**src/rtl/fb_pixel_writer.sv**
```systemverilog
// fb_pixel_writer: read-modify-write pixel painter and full-screen clear
// engine for the 64x64 LED panel frame memory (two pixels per 24-bit word).
// Optional 2x2 brush painting is enabled by FB_PIXEL_WRITER_BRUSH2X2_EN.
module fb_pixel_writer #(
    parameter int NUM_COLS = 64,
    parameter int NUM_ROWS = 64,
    parameter int BPP      = 12,
    parameter int ADDR_W   = 11
) (
    input  logic                          clk,
    input  logic                          rst,
    input  logic                          px_valid,
    output logic                          px_ready,
    input  logic [$clog2(NUM_COLS)-1:0]   px_x,
    input  logic [$clog2(NUM_ROWS)-1:0]   px_y,
    input  logic [BPP-1:0]                px_color,
    input  logic                          clr_req,
    input  logic [BPP-1:0]                clr_color,
    output logic                          busy,
    output logic                          done,
    output logic [ADDR_W-1:0]             mem_addr,
    output logic                          mem_rd,
    input  logic [2*BPP-1:0]              mem_rdata,
    output logic                          mem_we,
    output logic [2*BPP-1:0]              mem_wdata
);

    localparam int XW = $clog2(NUM_COLS);
    localparam int YW = $clog2(NUM_ROWS);

    typedef enum logic [1:0] {IDLE, RD, WR, CLR} state_t;

    state_t              state_q, state_d;
    logic [XW-1:0]       x_q, x_d;
    logic [YW-1:0]       y_q, y_d;
    logic [BPP-1:0]      color_q, color_d;
    logic [BPP-1:0]      clr_color_q, clr_color_d;
    logic [ADDR_W-1:0]   cnt_q, cnt_d;

    logic [XW-1:0]       cur_x;
    logic [YW-1:0]       cur_y;
    logic [ADDR_W-1:0]   pix_addr;

`ifdef FB_PIXEL_WRITER_BRUSH2X2_EN
    logic [1:0]          sub_q, sub_d;
    logic                brush_found;
    logic [1:0]          brush_nxt;

    // A sub-pixel is skipped when its +1 offset would leave the panel.
    function automatic logic sub_ok(input logic [1:0] s, input logic x_max, input logic y_max);
        return !(s[0] && x_max) && !(s[1] && y_max);
    endfunction

    // Current sub-pixel coordinate: bit0 offsets x, bit1 offsets y.
    always_comb begin
        cur_x = x_q + XW'(sub_q[0]);
        cur_y = y_q + YW'(sub_q[1]);
    end

    // Next unclipped sub-pixel after the current one, if any remains.
    always_comb begin
        brush_found = 1'b0;
        brush_nxt   = sub_q;
        for (int unsigned s = 1; s < 4; s++) begin
            if (!brush_found && s > 32'(sub_q) &&
                sub_ok(2'(s), x_q == '1, y_q == '1)) begin
                brush_found = 1'b1;
                brush_nxt   = 2'(s);
            end
        end
    end
`else
    // Single-pixel mode paints exactly the latched coordinate.
    always_comb begin
        cur_x = x_q;
        cur_y = y_q;
    end
`endif

    // Row pairs share a word: y[4:0] picks the word row, y[5] picks the field.
    assign pix_addr = {cur_y[YW-2:0], cur_x};

    // Next-state and output decode; outputs are forced quiet while in reset.
    always_comb begin
        state_d     = state_q;
        x_d         = x_q;
        y_d         = y_q;
        color_d     = color_q;
        clr_color_d = clr_color_q;
        cnt_d       = cnt_q;
`ifdef FB_PIXEL_WRITER_BRUSH2X2_EN
        sub_d       = sub_q;
`endif
        px_ready    = 1'b0;
        busy        = 1'b0;
        done        = 1'b0;
        mem_rd      = 1'b0;
        mem_we      = 1'b0;
        mem_addr    = '0;
        mem_wdata   = '0;

        case (state_q)
            IDLE: begin
                px_ready = !clr_req;
                if (clr_req) begin
                    clr_color_d = clr_color;
                    cnt_d       = '0;
                    state_d     = CLR;
                end else if (px_valid) begin
                    x_d     = px_x;
                    y_d     = px_y;
                    color_d = px_color;
`ifdef FB_PIXEL_WRITER_BRUSH2X2_EN
                    sub_d   = '0;
`endif
                    state_d = RD;
                end
            end
            RD: begin
                busy     = 1'b1;
                mem_rd   = 1'b1;
                mem_addr = pix_addr;
                state_d  = WR;
            end
            WR: begin
                busy      = 1'b1;
                mem_we    = 1'b1;
                mem_addr  = pix_addr;
                mem_wdata = cur_y[YW-1] ? {mem_rdata[2*BPP-1:BPP], color_q}
                                        : {color_q, mem_rdata[BPP-1:0]};
`ifdef FB_PIXEL_WRITER_BRUSH2X2_EN
                if (brush_found) begin
                    sub_d   = brush_nxt;
                    state_d = RD;
                end else begin
                    done    = 1'b1;
                    state_d = IDLE;
                end
`else
                done    = 1'b1;
                state_d = IDLE;
`endif
            end
            CLR: begin
                busy      = 1'b1;
                mem_we    = 1'b1;
                mem_addr  = cnt_q;
                mem_wdata = {clr_color_q, clr_color_q};
                cnt_d     = cnt_q + 1'b1;
                if (cnt_q == '1) begin
                    done    = 1'b1;
                    state_d = IDLE;
                end
            end
            default: state_d = IDLE;
        endcase

        if (rst) begin
            px_ready  = 1'b0;
            busy      = 1'b0;
            done      = 1'b0;
            mem_rd    = 1'b0;
            mem_we    = 1'b0;
            mem_addr  = '0;
            mem_wdata = '0;
        end
    end

    // State and datapath registers with synchronous reset.
    always_ff @(posedge clk) begin
        if (rst) begin
            state_q     <= IDLE;
            x_q         <= '0;
            y_q         <= '0;
            color_q     <= '0;
            clr_color_q <= '0;
            cnt_q       <= '0;
`ifdef FB_PIXEL_WRITER_BRUSH2X2_EN
            sub_q       <= '0;
`endif
        end else begin
            state_q     <= state_d;
            x_q         <= x_d;
            y_q         <= y_d;
            color_q     <= color_d;
            clr_color_q <= clr_color_d;
            cnt_q       <= cnt_d;
`ifdef FB_PIXEL_WRITER_BRUSH2X2_EN
            sub_q       <= sub_d;
`endif
        end
    end

endmodule

```
**config.mk**
```make
export PLATFORM = sky130hd
export DESIGN_NAME = fb_pixel_writer
export DESIGN_NICKNAME = d
export VERILOG_FILES = /design/src/rtl/fb_pixel_writer.sv
export SDC_FILE = /design/constraint.sdc
export NUM_CORES = 1
export LEC_CHECK = 0
export BUFFER_PORTS_ARGS = -buffer_cell sky130_fd_sc_hd__clkbuf_2
export CAP_MARGIN = 20
export CORE_UTILIZATION = 28
export CTS_BUF_LIST = sky130_fd_sc_hd__clkbuf_4
export DETAILED_ROUTE_END_ITERATION = 12
export SLEW_MARGIN = 20
export SYNTH_ARGS = -nofsm -noshare
export SYNTH_HDL_FRONTEND = slang
export SYNTH_SLANG_ARGS = --single-unit
```
**constraint.sdc**
```tcl
create_clock -name clk -period 3.7 [get_ports clk]
set_input_delay 0.185 -clock clk [delete_from_list [all_inputs] [get_ports clk]]
set_output_delay 0.185 -clock clk [all_outputs]
set_load 0.01 [all_outputs]
```
==> results.cfg <==
[yosys]
ys_seq_area_share_pct = 35.9
synthesis.area_sq_um = 2730
synth.avg_cell_area_sq_um = 7.38
ys_ff_latch = 49
syn_inst = 370
ys.flop_type = dfxtp_1
ys_types = 38
async_flop_share_pct = 0
yosysWarnings = 0
synth-edff-count = 0
syn_nets = 439

[clocking]
cts_tree = yes
cts_root_buffer = clkbuf_4
clock_latency_ns = 0.37
cts.path.max_buffers = 2
cts_made_buffers = 5
cts.sinks = 49
h-tree-depth = 2
postCtsSetupBuffers = 0
clk_pin_slew_worst_paths_ns = 0.15

[cells_and_area]
drive_above_1_share_pct = 31.6
area_growth_pct = 22.8
mostFrequentLayoutCells = 115 x nand2_1, 103 x clkbuf_2, 65 x a21oi_1, 48 x dfxtp_1
stdcell_count = 584
layout.nets = 523
diodes = 0
post-route-util_pct = 35.9
fin_area_sq_um = 3350
final_common_cell = nand2_1

[placement]
pre_cts_ws_ns = 1.48
dp_hpwl_um = 6120
place_inst = 575
routabilityCongestion = 0.837
placed_cell_area_sq_um = 3290
io_buffer_count = 103

[global_route]
grt_max_degree = 51
grt_usage_pct = 15.7
grt_pass1_vias = 2540
grt_pass1_wl_um = 12500
antenna_found_initial = 0
overflow = 0

[drt]
drt_iter0_markers = 139
drc = 0
drtPass1Iterations = 4
vias = 2770
drt_wl_total_um = 8090
routedWlPerCell_um = 13.9
avgViaCountPerCell = 4.74
ant_nets = 0

[timing]
clock.fmax_ghz = 0.435
period_needed_ns = 2.30
max-slew-margin-rel_pct = 37.0
setup_tns_ns = 0
setup_viol = 0
rsz0062_at_grt = false
clock-skew-final_ns = 0.0195
fin_ws_ns = 1.40
drv_slew = 0
worst_slew_pin_slew_ns = 0.945
final.period_utilization_pct = 62.1
report.final.hold_viol_count = 0

[floorplan]
ios = 104
core_area_sq_um = 9330
die_w_um = 101
initial_core_util_pct = 29.3
die-area_sq_um = 10100
fp.dieH_um = 101
rows = 35

[min_path]
min_from = px_color[9]
worstHoldPathType = in -> reg

[worst_setup_path]
start_kind = flip-flop
cp_max_fo = 26
critical_path_required_ns = 3.51
critPathCaptureType = primary output
worstPathArrival_ns = 2.11
r2r_setup_slack_ns = 1.42
startpoint = state_q[0]
critPathKind = reg -> out
crit-reg2reg-launch = state_q[0]

[power_and_ir_drop]
p_per_area_nw_per_um2 = 365
irDropWorstVdd_uv = 113
leakage_nw = 1.36

[run]
max_cap_viol_count = 0

[status]
status = completed
## worst max-delay path: stages (launching register included)
cell      delay (ns)
dfxtp_1         0.38
inv_1           0.09
ha_1            0.77
nand2_1         0.12
a21oi_1         0.22
clkbuf_2        0.16
## power breakdown
part | internal, mW | leakage, nW | total, mW | switching [mW]
logic | 0.148 | 0.924 | 0.373 | 0.225
clock network | 0.0725 | 0.0326 | 0.247 | 0.175
registers | 0.569 | 0.399 | 0.603 | 0.0346
## worst paths after layout
check | end | depth (start not counted)
worst max-delay path | mem_wdata[10] | 5
worst min-delay path | color_q[9] | 3
worst max register to register | cur_x[1] | 6
worst min register to register | clr_color_q[9] | 2
## per-layer routing
metal | wire length, um | global-route usage [%] | part of all wire [%]
met4 | 151 | 5.13 | 1.9
met3 | 325 | 2.77 | 4.0
met2 | 3790 | 24.6 | 47
met1 | 3830 | 21.8 | 47
met5 | 0 | 0 | 0
## area by class of cell
class	count	area [sq um]
fill	997	5980
multi-input combinational	287	1590
sequential	49	982
timing repair buffer	106	541
tap	129	161
clock buffer	5	37.5
inverter	5	18.8
clock inverter	3	17.5
## cell families after synthesis
group / count (synthesis) / share of synthesized area [%]
adder cells (fa/ha/maj): 5 / 2.29
AND/OR/NAND/NOR: 161 / 24.7
XOR/XNOR: 8 / 2.57
AO/OA/AOI/OAI: 86 / 17.6
buffers and inverters: 34 / 5.68
multiplexers: 27 / 11.2
flip-flops: 49 / 35.9
## repair_timing
action                    4_1_cts  5_1_grt
resized for setup               0        0
hold endpoints to repair        0        1
hold buffers                    0        1
## stage by stage
step	hold slack [ns]	total power, mW
after global placement	0.408	0.980
after global routing	0.00463	1.30
final	0.0173	1.22
after detailed placement	0.416	0.988
after floorplan	0.321	0.881
after CTS	0.00382	1.23
## registers in the layout (all words and copies together), names as in the netlist
register and cells:
cur_y 6, cnt_q 11, clr_color_q 12, state_q 2
cur_x 6, color_q 12
## cell usage after synthesis, types with 2 or more instances
library cell	number	share of area, %
a21oi_1	65	12
nor4_1	2	0.46
mux2_2	24	9.9
buf_2	9	1.6
a22oi_1	11	3.0
or2_2	2	0.46
nand4_1	2	0.46
inv_1	5	0.69
and2_1	2	0.46
buf_6	2	0.82
o21ai_0	3	0.55
nor3_1	3	0.55
dfxtp_1	49	36
a41oi_1	2	0.64
nor2_1	24	3.3
or3_1	2	0.46
mux2i_1	2	0.73
ha_1	5	2.3
xor2_1	5	1.6
clkbuf_1	17	2.3
xnor2_1	3	0.96
nand2_1	115	16
No activity file was read; power rests on OpenSTA's default activity.
